--- src/rtl/sdram_pattern_tester.sv ---
// Self-test master for sdram_ctrl: writes a pattern over a window of words through the
// req/ack user port, reads it back, and reports mismatches, timeouts and passing passes.
`timescale 1ns/1ps
module sdram_pattern_tester #(
  parameter int          DATA_W     = 16,
  parameter int          ADDR_W     = 24,
  parameter int          INIT_WAIT  = 25000,
  parameter int unsigned START_ADDR = 0,
  parameter int unsigned WORD_COUNT = 256,
  parameter int unsigned SEED       = 'hF055,
  parameter int          TIMEOUT    = 1023,
  parameter bit          AUTO_START = 1'b1
) (
  input  logic              clk,
  input  logic              reset_l,
  input  logic              start,
  input  logic [1:0]        mode,
  input  logic              loop_en,
  output logic              sdram_req,
  input  logic              sdram_ack,
  output logic [ADDR_W-1:0] sdram_addr,
  output logic              sdram_rh_wl,
  output logic [DATA_W-1:0] sdram_data_w,
  input  logic [DATA_W-1:0] sdram_data_r,
  input  logic              sdram_data_r_en,
  output logic              busy,
  output logic              done,
  output logic              pass,
  output logic              timeout,
  output logic [15:0]       err_cnt,
  output logic [ADDR_W-1:0] first_err_addr,
  output logic [7:0]        pass_cnt,
  output logic [7:0]        led
);

  localparam int INIT_W = (INIT_WAIT > 1) ? $clog2(INIT_WAIT) : 1;
  localparam int WAIT_W = (TIMEOUT > 1) ? $clog2(TIMEOUT) : 1;
  localparam logic [INIT_W-1:0] INIT_LAST = INIT_W'((INIT_WAIT > 0) ? INIT_WAIT - 1 : 0);
  localparam logic [WAIT_W-1:0] WAIT_LAST = WAIT_W'((TIMEOUT > 0) ? TIMEOUT - 1 : 0);
  localparam logic [ADDR_W-1:0] LAST_IDX  = ADDR_W'(WORD_COUNT - 1);
  localparam logic [ADDR_W-1:0] BASE_ADDR = ADDR_W'(START_ADDR);
  localparam logic [DATA_W-1:0] SEED_W    = DATA_W'(SEED);

  typedef enum logic [2:0] {
    S_INIT, S_IDLE, S_WR_REQ, S_WR_WAIT, S_RD_REQ, S_RD_WAIT, S_DONE
  } state_t;

  state_t state, state_next;

  logic [INIT_W-1:0] init_cnt;
  logic [WAIT_W-1:0] wait_cnt;
  logic [ADDR_W-1:0] idx;
  logic [ADDR_W-1:0] word_addr;
  logic [1:0]        mode_q;
  logic              ack_seen;
  logic [DATA_W-1:0] pattern;
  logic              last_word;
  logic              wait_expired;
  logic              rd_ack;
  logic              rd_hit;
  logic              mismatch;
  logic              start_pass;
  logic              word_done;
  logic              abort;
  logic              finish;

  assign word_addr    = BASE_ADDR + idx;
  assign last_word    = (idx == LAST_IDX);
  assign wait_expired = (wait_cnt == WAIT_LAST);
  // Read data may arrive in the ack cycle itself or any later cycle, but never before ack.
  assign rd_ack       = (state == S_RD_WAIT) && !ack_seen && sdram_ack;
  assign rd_hit       = (state == S_RD_WAIT) && sdram_data_r_en && (ack_seen || sdram_ack);
  assign mismatch     = rd_hit && (sdram_data_r != pattern);
  assign finish       = word_done && (state == S_RD_WAIT) && last_word;

  always_comb begin
    pattern = SEED_W;
    case (mode_q)
      2'd1:    pattern = SEED_W + DATA_W'(idx);
      2'd2:    pattern = DATA_W'(word_addr);
      2'd3:    pattern = idx[0] ? ~SEED_W : SEED_W;
      default: pattern = SEED_W;
    endcase
  end

  always_ff @(posedge clk or negedge reset_l) begin
    if (!reset_l) state <= S_INIT;
    else          state <= state_next;
  end

  always_comb begin
    state_next = state;
    start_pass = 1'b0;
    word_done  = 1'b0;
    abort      = 1'b0;
    case (state)
      S_INIT: begin
        if (init_cnt == INIT_LAST) begin
          if (AUTO_START) begin
            start_pass = 1'b1;
            state_next = S_WR_REQ;
          end else begin
            state_next = S_IDLE;
          end
        end
      end
      S_IDLE: begin
        if (start) begin
          start_pass = 1'b1;
          state_next = S_WR_REQ;
        end
      end
      S_WR_REQ: state_next = S_WR_WAIT;
      S_WR_WAIT: begin
        if (sdram_ack) begin
          word_done  = 1'b1;
          state_next = last_word ? S_RD_REQ : S_WR_REQ;
        end else if (wait_expired) begin
          abort      = 1'b1;
          state_next = S_DONE;
        end
      end
      S_RD_REQ: state_next = S_RD_WAIT;
      S_RD_WAIT: begin
        if (rd_hit) begin
          word_done  = 1'b1;
          state_next = last_word ? S_DONE : S_RD_REQ;
        end else if (!rd_ack && wait_expired) begin
          abort      = 1'b1;
          state_next = S_DONE;
        end
      end
      S_DONE: begin
        if (start || (loop_en && pass)) begin
          start_pass = 1'b1;
          state_next = S_WR_REQ;
        end
      end
      default: state_next = S_INIT;
    endcase
  end

  // Datapath: request outputs are registered and only change in the *_REQ states, so
  // address/data/direction stay stable for the whole time sdram_req is high.
  always_ff @(posedge clk or negedge reset_l) begin
    if (!reset_l) begin
      init_cnt       <= '0;
      wait_cnt       <= '0;
      idx            <= '0;
      mode_q         <= 2'd0;
      ack_seen       <= 1'b0;
      sdram_req      <= 1'b0;
      sdram_addr     <= '0;
      sdram_rh_wl    <= 1'b1;
      sdram_data_w   <= '0;
      busy           <= 1'b0;
      done           <= 1'b0;
      pass           <= 1'b0;
      timeout        <= 1'b0;
      err_cnt        <= '0;
      first_err_addr <= '0;
      pass_cnt       <= '0;
    end else begin
      if (state == S_INIT && init_cnt != INIT_LAST) init_cnt <= init_cnt + 1'b1;

      if (start_pass) begin
        idx            <= '0;
        mode_q         <= mode;
        err_cnt        <= '0;
        first_err_addr <= '0;
        done           <= 1'b0;
        pass           <= 1'b0;
        timeout        <= 1'b0;
        busy           <= 1'b1;
      end

      if (state == S_WR_REQ || state == S_RD_REQ) begin
        sdram_req   <= 1'b1;
        sdram_addr  <= word_addr;
        sdram_rh_wl <= (state == S_RD_REQ);
        if (state == S_WR_REQ) sdram_data_w <= pattern;
        wait_cnt    <= '0;
        ack_seen    <= 1'b0;
      end

      if (state == S_WR_WAIT || state == S_RD_WAIT) begin
        if ((state == S_WR_WAIT && sdram_ack) || rd_ack) begin
          sdram_req <= 1'b0;
          ack_seen  <= 1'b1;
          wait_cnt  <= '0;
        end else begin
          wait_cnt <= wait_cnt + 1'b1;
        end
      end

      if (word_done) idx <= last_word ? '0 : idx + 1'b1;

      if (mismatch) begin
        if (err_cnt != 16'hFFFF) err_cnt <= err_cnt + 16'd1;
        if (err_cnt == 16'h0000) first_err_addr <= sdram_addr;
      end

      if (finish) begin
        busy <= 1'b0;
        done <= 1'b1;
        pass <= (err_cnt == 16'h0000) && !mismatch;
        if ((err_cnt == 16'h0000) && !mismatch) pass_cnt <= pass_cnt + 8'd1;
      end

      if (abort) begin
        sdram_req <= 1'b0;
        busy      <= 1'b0;
        done      <= 1'b1;
        pass      <= 1'b0;
        timeout   <= 1'b1;
      end
    end
  end

  always_comb begin
    if (done && pass) led = 8'h55;
    else if (done)    led = 8'hAA;
    else              led = {busy, 3'b000, pass_cnt[3:0]};
  end

endmodule

--- config.mk ---
export PLATFORM = sky130hd
export DESIGN_NAME = sdram_pattern_tester
export DESIGN_NICKNAME = d
export VERILOG_FILES = /design/src/rtl/sdram_pattern_tester.sv
export SDC_FILE = /design/constraint.sdc
export NUM_CORES = 1
export LEC_CHECK = 0
export BUFFER_PORTS_ARGS = -buffer_cell sky130_fd_sc_hd__buf_2
export CAP_MARGIN = 5
export CORE_MARGIN = 5
export CORE_UTILIZATION = 40
export DETAILED_ROUTE_END_ITERATION = 8
export SETUP_SLACK_MARGIN = 0.05
export SKIP_LAST_GASP = 1
export SLEW_MARGIN = 20
export SYNTH_ARGS = -nofsm -noshare
export SYNTH_HDL_FRONTEND = slang
export SYNTH_SLANG_ARGS = --single-unit
--- constraint.sdc ---
create_clock -name clk -period 9.05 [get_ports clk]
set_input_delay 1.81 -clock clk [delete_from_list [all_inputs] [get_ports clk]]
set_output_delay 1.81 -clock clk [all_outputs]
set_load 0.02 [all_outputs]
Word level (Yosys, flattened, before mapping)
Cells that the tools add are included.
{"block": "op_classes", "addsub": 6, "n_eq_ne": 20, "muxes": 54, "reduce_logical": 30}
{"op": "24-bit two-way mux", "n": 6}
{"op": "16-bit two-way mux", "n": 4}
{"op": "16-bit case mux with 3 select lines", "n": 1}
{"op": "10-bit two-way mux", "n": 3}
{"op": "1-bit two-way mux", "n": 25}
{"op": "24-bit by 1-bit adder with 24-bit output (second input constant)", "n": 1}
{"op": "24-bit by 8-bit == test with 1-bit output (second input constant)", "n": 1}
{"op": "3-bit two-way mux", "n": 8}
{"op": "3-bit case mux with 7 select lines", "n": 1}
{"op": "16-bit by 1-bit adder with 16-bit output (second input constant)", "n": 1}
{"op": "16-bit adder (first input constant)", "n": 1}
{"op": "16-bit logical NOT", "n": 1}
{"op": "8-bit two-way mux", "n": 2}
{"op": "16-bit != test", "n": 1}
{"op": "16-bit != test (second input constant)", "n": 1}
{"op": "15-bit by 1-bit adder with 15-bit output (second input constant)", "n": 1}
{"op": "15-bit == test (second input constant)", "n": 1}
{"op": "15-bit != test (second input constant)", "n": 1}
{"op": "1-bit logical AND", "n": 13}
{"op": "10-bit by 1-bit adder with 10-bit output (second input constant)", "n": 1}
{"op": "10-bit == test (second input constant)", "n": 1}
{"op": "3-bit == test (second input constant)", "n": 3}
{"op": "8-bit by 1-bit adder with 8-bit output (second input constant)", "n": 1}
{"op": "3-bit by 2-bit == test with 1-bit output (second input constant)", "n": 2}
{"op": "other kinds (16)", "n": 29}
{"block": "word_totals", "register_bits": 149, "in_bits": 24, "output_inout_bits": 102, "word_cells": 127}

Longest topological paths before layout
{"block": "depth", "word_depth": 9, "depth_mapped": 14, "ltp_nobuf": 10}

Worst setup path after synthesis
Ideal clock, no wire load.
{"block": "synth_path", "path_type": "in2reg", "start": "in sdram_data_r[0]", "end": "reg pass_cnt[1]", "setup_time_ps": 128, "arrival_ps": 4369, "t_required_ps": 8922, "path_slack_ps": 4553, "stages": 9, "path_buffers": 1, "cell_sequence": "xor2_1 > o31ai_1 > a211oi_1 > or4_1 > or4_1 > a2111o_1 > or4_1 > buf_4 > mux2_1"}
{"block": "synth_via", "elab_chain_cells": 5}
{"element": "start: declaration", "line_no": "24", "text": "input logic [DATA_W-1:0] sdram_data_r,"}
{"element": "16-bit != test", "line_no": "73", "text": "assign mismatch = rd_hit && (sdram_data_r != pattern);"}
{"element": "1-bit logical AND", "line_no": "73"}
{"element": "1-bit logical NOT", "line_no": "207", "text": "if ((err_cnt == 16'h0000) && !mismatch) pass_cnt <= pass_cnt + 8'd1;"}
{"element": "1-bit logical AND", "line_no": "207"}
{"element": "2-bit AND reduction (no source line)"}
{"element": "end signal: assignment", "line_no": "207"}
{"element": "end: declaration", "line_no": "32", "text": "output logic [7:0] pass_cnt,"}
No other way between the ends.
A chain may end at the register's enable or synchronous reset.

Worst setup path after layout
{"block": "layout_path", "start": "in sdram_data_r[0]", "end": "reg err_cnt[6]"}
{"block": "layout_via", "elab_chain_cells": 3}
{"element": "16-bit != test", "line_no": "73"}
{"element": "1-bit logical AND", "line_no": "73"}
{"element": "16-bit two-way mux", "line_no": "198", "text": "if (mismatch) begin"}
{"element": "end signal: assignment", "line_no": "199", "text": "if (err_cnt != 16'hFFFF) err_cnt <= err_cnt + 16'd1;"}
{"element": "end: declaration", "line_no": "30", "text": "output logic [15:0] err_cnt,"}
No other way between the ends.

==> results.cfg <==
[route]
viasPerCell = 5.43
drt_pass1_iterations = 5
detail_route.wirelength_mm = 22.4
route.vias.total = 7133
number_of_violations_reported_at_the_end_of_detailed_routing_iteration_0 = 395
avgRoutedWirePerCell_um = 17.1
postRouteAntennaNets = 0
post-route-drc-count = 0

[logic_synthesis]
ffs_w_async_s_r_synth_pct = 100
proportion_of_synthesized_area_in_mux_cells_pct = 8.50
postSynthNetCount = 960
synth.ff_latch_count = 149
synthAdderAreaFrac_pct = 1.03
synth.yosys.warnings = 0
synthesis.area_sq_um = 8510
post-synth-top-area-fraction_pct = 43.5
yosysTopAreaCell = dfrtp_1
synth.distinct_cells = 75
post_synth_xor_area_fraction_pct = 4.63
fraction_of_the_mapped_netlist_area_in_compound_gates_pct = 16.0
synth_edf_count = 0
synth-simple-area-share_pct = 20.7
postSynthAreaPerCell_sq_um = 9.16
synth_sequential_area_ratio_pct = 43.8
synth_area_leaders = dfrtp_1 44%, o21ai_0 5.0%, mux2_2 4.9%
synth_ff_type = dfrtp_1
synth_top_family_by_area = simple AND/OR/NAND/NOR gates
netlist_instances = 929

[worst_setup_path]
r2r_start = idx[0]
cp.required_ns = 9.36
setup.reg_to_reg.worst_slack_ns = 4.08
arrival_ns = 5.28
capture_point_of_the_worst_reg_to_reg_path = err_cnt[6]
path_class = input pin to register
end_kind = register
reg2reg_depth = 10
worstPathMaxFanout = 15
worst_setup_path_start_kind = input pin

[sta]
achievable-frequency_mhz = 201
timing_worst_slew_pin_value_ns = 1.03
setup_viol = 0
timing.final.ws_setup_ns = 4.08
maxSlewHeadroom_pct = 30.9
report.final.slew_viol_count = 0
timing.final.crit_share_pct = 54.9
hold_violations = 0
fin_worst_skew_ns = 0.0182
setup_repair_after_global_routing_missed_its_margin = false
fin_crit_ns = 4.97
tns_ns = 0

[place]
dpl.cell_count = 1281
routabilityCongestion = 0.911
hpwl_mm = 15.7
io_buffer_count = 125
detailedPlace.worstSlack_ns = 3.63

[pwr]
max-vdd-ir-drop_mv = 0.138
totalPowerFinal_w = 0.00241
powerDensity_nw_per_um2 = 243
power.static_leakage_nw = 4.60

[floorplan]
ios = 126
fp.coreArea_sq_um = 21000
fp.dieW_um = 156
die_h_um = 156
floorplan.rows = 53
floorplan.die_area_sq_um = 24300
start_util_pct = 40.6

[cts]
cts.hold.buffers_added = 0
cts-htree-levels = 4
tritoncts = yes
clkSlewWorstSetupHoldPaths_ns = 0.07
post_cts.repair.setup_buffers = 0
clock_insertion_delay_worst_skew_ns = 0.43
ctsLongestPathBuffers = 2
cts.sinks = 149
numCtsBuffers = 17
cts-root-buf = clkbuf_16
cts_resized = 0

[finish]
fillerInstances = 2079
post-route-util_pct = 47.3
fin_cells = 1313
final_layout_size_suffix_gt1_share_pct = 21.1
most_common_cell_after_layout_fill_and_taps_aside = dfrtp_1
final_nets = 1056
synthesis_to_layout_area_growth_pct = 16.6
antenna-diode-count = 0
most-common-layout-cells = 148 x dfrtp_1, 124 x buf_2, 102 x nand2_1, 85 x o21ai_0, 60 x nor2_1

[global_routing]
initial_antenna_violation_count = 0
grt_pass1_wl_mm = 36.9
grt_pass1_vias = 6812
grt_start_max_net_pins = 90
aggregate_global_routing_overflow = 0
gr-usage-all-layers_pct = 18.7

[hold_path]
hold-path-cell-count = 1
source_of_the_worst_hold_timing_path = pass_cnt[7]
holdCritPathClass = register to register
min_delay_worst_endpoint = pass_cnt[7]

[run]
cap_violations = 0

[run_status]
outcome = finished, final reports clean
==> synthesized netlist by cell type (14+ instances only) <==
cell	instances
nand2_1	102
inv_1	47
dfrtp_1	148
o21ai_0	85
a21oi_1	33
mux2i_1	28
xor2_1	17
nor3_1	14
nand3_1	42
mux2_2	37
nand4_1	16
nor2_1	61
xnor2_1	28
and3_1	20
clkbuf_1	37
==> worst max path at each step <==
stage	startpoint	endpoint	slack, ns	depth (start not counted)
after floorplan	sdram_data_r[0]	pass_cnt[1]	4.55	9
after global placement	sdram_data_r[0]	err_cnt[9]	3.70	10
after detailed placement	sdram_data_r[0]	err_cnt[6]	3.63	10
after CTS	sdram_data_r[0]	err_cnt[6]	4.10	10
after global routing	idx[0]	err_cnt[6]	3.72	10
final	sdram_data_r[0]	err_cnt[6]	4.08	10
==> where the power goes <==
part           switching [W]  internal [W]
Clock               0.000317      0.000447
Combinational       0.000502      0.000291
Sequential          0.000106      0.000748
==> critical path: stages <==
cell      delay [ns]
buf_2           0.12
xor2_1          0.15
o31ai_1         0.24
a211oi_1        0.10
or4_1           0.49
or4_1           0.42
a2111o_1        0.42
nor3_2          0.76
nor2_1          0.36
a221o_1         0.41
==> cells by family (layout without fill, tap and decap cells) <==
logic type / Yosys count / count (layout)
and+or+nand+nor: 345 / 345
buffers and inverters: 104 / 213
adders and majority gates: 7 / 7
xor gates and xnor gates: 45 / 45
muxes: 67 / 67
DFF: 149 / 149
AOI/OAI and AO/OA: 212 / 212
==> per-layer routing <==
| layer | part of all wire [%] | vias to the layer above | track usage, % |
|---|---|---|---|
| li1 | - | 3522 | - |
| met1 | 45 | 3426 | 25.4 |
| met2 | 48 | 155 | 30.0 |
| met3 | 4.4 | 30 | 3.83 |
| met4 | 2.1 | 0 | 5.88 |
| met5 | 0 | - | 0 |
==> metrics by stage <==
step / cell area (sq um) / hold WS (ns)
after floorplan: 8510 / 0.438
after detailed placement: 9290 / 0.462
after global placement: 9290 / 0.454
final: 9920 / 0.467
after CTS: 9920 / 0.470
after global routing: 9920 / 0.480
==> flip-flops by register name (all words and copies together) (netlist names) <==
name            count
first_err_addr     24
idx                24
sdram_addr         24
err_cnt            16
sdram_data_w       16
init_cnt           15
wait_cnt           10
pass_cnt            8
state               3
mode_q              2
ack_seen            1
busy                1
done                1
pass                1
sdram_req           1
sdram_rh_wl         1
timeout             1
==> area by class of cell <==
class / count / area, sq um / area share, %
well taps: 275 / 344 / 3.47
flip-flops and latches: 149 / 3730 / 37.6
inverters: 48 / 180 / 1.82
clock inverters: 15 / 205 / 2.07
clock buffers: 17 / 425 / 4.29
repair buffers: 133 / 692 / 6.98
multi-input cells: 676 / 4340 / 43.8
Note: power is estimated with default switching activity, not from simulation.
